File: config.mk
export PLATFORM = sky130hd
export DESIGN_NAME = multicycle_ctrl
export DESIGN_NICKNAME = d
export VERILOG_FILES = /design/src/rtl/multicycle_ctrl.sv
export SDC_FILE = /design/constraint.sdc
export NUM_CORES = 1
export LEC_CHECK = 0
export CAP_MARGIN = 20
export CORE_UTILIZATION = 40
export CTS_CLUSTER_SIZE = 28
export DETAILED_ROUTE_END_ITERATION = 10
export PLACE_DENSITY = 0.89
export SLEW_MARGIN = 10
export SYNTH_ARGS = -nofsm -noshare
export SYNTH_HDL_FRONTEND = slang
export SYNTH_SLANG_ARGS = --single-unit
File: constraint.sdc
create_clock -name clk -period 3.8 [get_ports clk]
set_input_delay 0.57 -clock clk [delete_from_list [all_inputs] [get_ports clk]]
set_output_delay 0.57 -clock clk [all_outputs]
set_load 0.02 [all_outputs]
File: src/rtl/multicycle_ctrl.sv
// Multicycle processor control unit: FSM, ALU command decode, condition check, flags register.
// Optional `MCTRL_WAIT_EN adds mem_ready and stalls FETCH/MEMRD/MEMWR until memory is ready.
module multicycle_ctrl (
  input  logic       clk,
  input  logic       reset,
`ifdef MCTRL_WAIT_EN
  input  logic       mem_ready,
`endif
  input  logic [1:0] op,
  input  logic [5:0] funct,
  input  logic [3:0] rd,
  input  logic [3:0] cond,
  input  logic [3:0] alu_flag,
  output logic       pc_write,
  output logic       adr_src,
  output logic       mem_write,
  output logic       ir_write,
  output logic       reg_write,
  output logic [1:0] result_src,
  output logic       alu_src_a,
  output logic [1:0] alu_src_b,
  output logic [1:0] alu_control,
  output logic [1:0] imm_src,
  output logic [1:0] reg_src,
  output logic [3:0] flags
);

  typedef enum logic [3:0] {
    S_FETCH  = 4'd0,
    S_DECODE = 4'd1,
    S_MEMADR = 4'd2,
    S_MEMRD  = 4'd3,
    S_MEMWB  = 4'd4,
    S_MEMWR  = 4'd5,
    S_EXECR  = 4'd6,
    S_EXECI  = 4'd7,
    S_ALUWB  = 4'd8,
    S_BRANCH = 4'd9
  } state_t;

  state_t     r_state, w_next;
  logic [3:0] r_flags;
  logic       w_ready, w_cond_ex, w_no_write;
  logic [1:0] w_alu_op;
  logic       w_pcw, w_mw, w_irw, w_rw;
  logic       w_n, w_z, w_c, w_v;

`ifdef MCTRL_WAIT_EN
  assign w_ready = mem_ready;
`else
  assign w_ready = 1'b1;
`endif

  assign {w_n, w_z, w_c, w_v} = r_flags;
  assign flags   = r_flags;
  assign imm_src = op;
  assign reg_src = {op == 2'b01, op == 2'b10};

  always_comb begin
    case (cond)
      4'b0000: w_cond_ex = w_z;
      4'b0001: w_cond_ex = ~w_z;
      4'b0010: w_cond_ex = w_c;
      4'b0011: w_cond_ex = ~w_c;
      4'b0100: w_cond_ex = w_n;
      4'b0101: w_cond_ex = ~w_n;
      4'b0110: w_cond_ex = w_v;
      4'b0111: w_cond_ex = ~w_v;
      4'b1000: w_cond_ex = w_c & ~w_z;
      4'b1001: w_cond_ex = ~w_c | w_z;
      4'b1010: w_cond_ex = (w_n == w_v);
      4'b1011: w_cond_ex = (w_n != w_v);
      4'b1100: w_cond_ex = ~w_z & (w_n == w_v);
      4'b1101: w_cond_ex = w_z | (w_n != w_v);
      4'b1110: w_cond_ex = 1'b1;
      default: w_cond_ex = 1'b0;
    endcase
  end

  always_comb begin
    w_alu_op   = 2'b00;
    w_no_write = 1'b0;
    case (funct[4:1])
      4'b0100: w_alu_op = 2'b00;
      4'b0010: w_alu_op = 2'b01;
      4'b0000: w_alu_op = 2'b10;
      4'b1100: w_alu_op = 2'b11;
      4'b1010: begin w_alu_op = 2'b01; w_no_write = 1'b1; end
      default: begin w_alu_op = 2'b00; w_no_write = 1'b1; end
    endcase
  end

  always_ff @(posedge clk or posedge reset) begin
    if (reset) r_state <= S_FETCH;
    else       r_state <= w_next;
  end

  // C/V are only meaningful for the arithmetic commands (ADD/SUB/CMP, alu_op[1]==0).
  always_ff @(posedge clk or posedge reset) begin
    if (reset) begin
      r_flags <= '0;
    end else if ((r_state == S_EXECR || r_state == S_EXECI) && funct[0] && w_cond_ex) begin
      r_flags[3:2] <= alu_flag[3:2];
      if (!w_alu_op[1]) r_flags[1:0] <= alu_flag[1:0];
    end
  end

  always_comb begin
    w_next      = S_FETCH;
    w_pcw       = 1'b0;
    w_mw        = 1'b0;
    w_irw       = 1'b0;
    w_rw        = 1'b0;
    adr_src     = 1'b0;
    result_src  = 2'b00;
    alu_src_a   = 1'b0;
    alu_src_b   = 2'b00;
    alu_control = 2'b00;
    case (r_state)
      S_FETCH: begin
        w_irw = w_ready; w_pcw = w_ready;
        alu_src_a = 1'b1; alu_src_b = 2'b10; result_src = 2'b10;
        w_next = w_ready ? S_DECODE : S_FETCH;
      end
      S_DECODE: begin
        alu_src_a = 1'b1; alu_src_b = 2'b10; result_src = 2'b10;
        case (op)
          2'b01:   w_next = S_MEMADR;
          2'b00:   w_next = funct[5] ? S_EXECI : S_EXECR;
          2'b10:   w_next = S_BRANCH;
          default: w_next = S_FETCH;
        endcase
      end
      S_MEMADR: begin
        alu_src_b = 2'b01;
        w_next = funct[0] ? S_MEMRD : S_MEMWR;
      end
      S_MEMRD: begin
        adr_src = 1'b1;
        w_next = w_ready ? S_MEMWB : S_MEMRD;
      end
      S_MEMWB: begin
        result_src = 2'b01; w_rw = w_cond_ex;
      end
      S_MEMWR: begin
        adr_src = 1'b1; w_mw = w_cond_ex & w_ready;
        w_next = w_ready ? S_FETCH : S_MEMWR;
      end
      S_EXECR: begin
        alu_src_b = 2'b00; alu_control = w_alu_op; w_next = S_ALUWB;
      end
      S_EXECI: begin
        alu_src_b = 2'b01; alu_control = w_alu_op; w_next = S_ALUWB;
      end
      S_ALUWB: begin
        w_rw  = w_cond_ex & ~w_no_write;
        w_pcw = w_cond_ex & (rd == 4'd15);
      end
      S_BRANCH: begin
        alu_src_b = 2'b01; result_src = 2'b10; w_pcw = w_cond_ex;
      end
      default: w_next = S_FETCH;
    endcase
  end

  assign pc_write  = w_pcw & ~reset;
  assign mem_write = w_mw  & ~reset;
  assign ir_write  = w_irw & ~reset;
  assign reg_write = w_rw  & ~reset;

endmodule

# Yosys cells after proc, flatten, opt, wreduce, memory -nomap -nowiden
# Index checks and enable logic that the tools add are counted.
# op_classes
n_eq_ne	32
n_mux	15
bitwise	16
n_reduce_logical	15
# ops
cell	n
$eq 4x4->1 const B	12
$eq 4x3->1 const B	9
$eq 4x2->1 const B	5
$pmux 4 s5	1
$pmux 1 s15	1
$logic_not 4->1	3
$pmux 4 s3	1
$and 1x1->1	8
$eq 4x1->1 const B	2
$pmux 2 s2	2
$reduce_or 2->1	4
$not 1->1	6
$pmux 2 s3	1
$reduce_or 3->1	2
$mux 1	5
$reduce_or 4->1	1
$mux 3	1
$pmux 1 s3	1
$eq 2x1->1 const B	1
$eq 2x2->1 const B	1
$logic_and 1x1->1	2
$logic_not 2->1	1
$mux 2	1
$or 1x1->1	2
5 further kinds	5
# word_totals
reg_bits	8
input_bits	22
output_inout_bits	20
wordCells	81

# Logic depth before layout (Yosys ltp)
# logic_depth
ltp_word	6
ltp_mapped	6
depth_no_buf	5

# Least setup slack after synthesis
# Ideal clock, no wire load.
# synth_timing
path_kind	input port to output port
from	input cond[2]
to	output mem_write
arrival_ps	2032
t_required_ps	3230
slack_ps	1198
cell_stages	6
n_path_buf	1
cell_sequence	buf_6 or4b_1 a311oi_2 a2111oi_2 a21oi_1 and4_1
# synth_via
elab_chain_len	4
word_cells_on_any_way	18
classes_between	eq/ne: 14; mux: 2; bitwise: 1; reduce/logical: 1
# synth_lines
item	line	text
from (decl)	12	input logic [3:0] cond,
$eq 4x4->1 (tied with other cells)	60	case (cond)
$pmux 1 s15 (*)	60	
$mux 1 (*)	119	case (r_state)
$and 1x1->1 (*)	167	assign mem_write = w_mw & ~reset;
to (decl)	16	output logic mem_write,
# Every way passes the cells marked *; elsewhere a longest branch is shown, timed or not.

# Worst setup path after layout
# layout_timing
from	input cond[2]
to	output reg_write
# layout_via
elab_chain_len	5
word_cells_on_any_way	19
classes_between	eq/ne: 14; mux: 2; bitwise: 2; reduce/logical: 1
# layout_lines
item	line	text
$eq 4x4->1 (tied with other cells)	60	
$pmux 1 s15 (*)	60	
$and 1x1->1	156	w_rw = w_cond_ex & ~w_no_write;
$pmux 1 s2 (*)	119	
$and 1x1->1 (*)	169	assign reg_write = w_rw & ~reset;
to (decl)	18	output logic reg_write,
# Marks and branches as above.

==> qor.csv <==
metric,value,unit
clk_lat worst skew,0.25,ns
CTS tree,built,
status,"complete, no violations",
gr usage total,0.2241,
worst hold margin,0.5843,ns
final cell count without fillers,161,
Internal,379.3,uW
clk root buf,clkbuf_4,
Crit path arrival time,3.00,ns
Initial Utilization,0.4451,
number of synthesized flops with an enable pin,0,
die footprint,0.002188,mm^2
final hold violation count,0,
CP Launch Point,cond[2],
first-pass GRT wire length,3512,um
synth warn,0,
gr ovfl total,0,
Synth Cell Area,802.0,um^2
fraction of layout cells with a size suffix above 1,0.07353,
worst setup path class,input pin to output pin,
worst reg2reg setup slack,1.71,ns
IO Port Bufs,41,
post-synthesis async set-or-reset flop share,1.000,
Synth Net Count,120,
power per cell area,569.9,mW/mm^2
Leak,0.0004974,uW
"commonest cells after routing, fill and taps aside","40 x clkdlybuf4s50_1, 10 x nor2_1, 8 x dfrtp_1",
sw frac,0.4615,
Pre-antenna DRT Iters,4,
HP Start,flags[1],
FF-to-FF path depth,5,
clk slew on worst S/H paths,0.05,ns
Post-CTS Setup Bufs,0,
sw power,325.1,uW
Mapped Cells,98,
number of max-cap violations,0,
FF+latch area,200.2,um^2
worst hold endpoint,flags[1],
reg-to-reg startpoint,flags[0],
antenna violations before repair,0,
"Seq/Total Area, Yosys",0.2496,
drt initial violations,35,
Rows,15,
die height,46.78,um
Final Max Tran Viols,0,
"commonest non-fill, non-tap cell in the layout",clkdlybuf4s50_1,
flop and latch count out of synthesis,8,
Rel. slew slack,0.7034,
IO Count,42,
period utilization,0.9396,
Crit path required time,3.23,ns
via count,919,
Synth cell types,48,
clock buffer depth,2,
DRC viols,0,
clock power share,0.088,
CTS Buf Count,3,
reg2reg end,flags[0],
maximum number of pins on one net before global-route repair,14,
vias in the first global route,860,
ANT nets after route,0,
Worst Skew,0.0007142,ns
# fillers,156,
VDD IR max,413.5,uV
RD Place Congestion,0.8210,
ys flop type,dfrtp_1,
fin crit period,3.570,ns
H-tree levels,1,
Min-Delay Path Class,flop to flop,
Cell Count Post-Placement,158,
measured slew at the worst slew-check pin,0.4337,ns
final wirelength,2156,um
Final Power,704.5,uW
setup TNS,0,ns
Logic pwr share,0.643,
Fmax achieved,0.2801,GHz
area occupied by multi-input gates,535.5,um^2
die width,46.78,um
number of diodes,0,
Hold Path Cell Cnt,1,
RSZ-0062 raised after global routing,false,
Sink Count,8,
critical path peak fanout,3,
Final nets,160,
Avg Inst Size Synth,8.184,um^2
crit start category,input pin,
Post-DP HPWL,1736,um
Wirelength per Cell,13.39,um
Layout area overhead,54.13,%
Final Setup Violations,0,
core outline area,0.001802,mm^2
Worst Setup End Kind,output pin,
sequential power share,0.270,
vias per cell,5.708,
==> per-layer routing <==
layer  part of all wire  global-route usage  vias to the layer above
met2               0.53              0.4000                       40
met4             0.0046             0.06857                        0
li1                   -                   -                      439
met5                  0                   0                        -
met1               0.41              0.2673                      438
met3              0.055             0.05000                        2
==> power by group through the flow <==
stage	sequential [uW]	combinational [uW]	clock, uW
3_3_place_gp	186	445	0
2_1_floorplan	175	269	0
3_5_place_dp	192	452	0
6_report	190	453	61.8
5_1_grt	198	487	68.3
4_1_cts	190	454	65.3
==> sequential cells by signal (all words and copies together), names as in the netlist <==
name,flops
flags,4
r_state,4
==> critical path: stages <==
cell and delay [ns]:
clkdlybuf4s50_1 0.44, or4b_1 0.53, a311oi_2 0.26, a2111oi_2 0.10, a21oi_1 0.27, o2111a_1 0.23, clkdlybuf4s50_1 0.60
==> cells by family (layout without fill, tap and decap cells) <==
group           after synthesis  after routing  share of synthesized area
simple gates                 44             44                     0.3230
xor+xnor                      4              4                    0.04369
mux                           6              6                    0.08268
compound gates               23             23                     0.2184
flops                         8              8                     0.2496
buf+inv                      13             51                    0.08268
==> what timing repair did <==
| action | 4_1_cts | 5_1_grt |
|---|---|---|
| gates resized for setup | 0 | 1 |
| endpoints found under the setup margin | 0 | 1 |
| hold buffers | 0 | 0 |
==> final cells by class <==
class                      count  area share
inverter                       5     0.01518
timing repair buffer          43      0.3462
sequential                     8      0.1619
multi-input combinational     77      0.4332
tap                           25     0.02530
clock buffer                   3     0.01822
==> worst max-delay path by stage <==
stage | endpoint | cells after the start
floorplan | mem_write | 6
global placement | mem_write | 7
detailed placement | mem_write | 7
CTS | reg_write | 7
global route | mem_write | 8
finish | reg_write | 7
==> through the flow <==
step           cell area [um^2]  utilization  worst slack, ns
2_1_floorplan             802.0            -            1.198
3_3_place_gp               1211       0.6722           0.2249
3_5_place_dp               1211       0.6722           0.1563
4_1_cts                    1234       0.6847           0.1500
5_1_grt                    1236       0.6861           0.1406
6_report                   1236       0.6861           0.2296
==> Yosys cell counts (3+ instances only) <==
master,instances,area share
nand2b_1,5,0.039
inv_1,5,0.023
nor2b_1,4,0.031
nand2_1,4,0.019
nor3_1,3,0.019
o21ai_0,3,0.019
dfrtp_1,8,0.25
nor2_1,10,0.047
mux2_1,4,0.056
xnor2_1,3,0.033
a21oi_1,5,0.031
No activity file was read; power rests on OpenSTA's default activity.
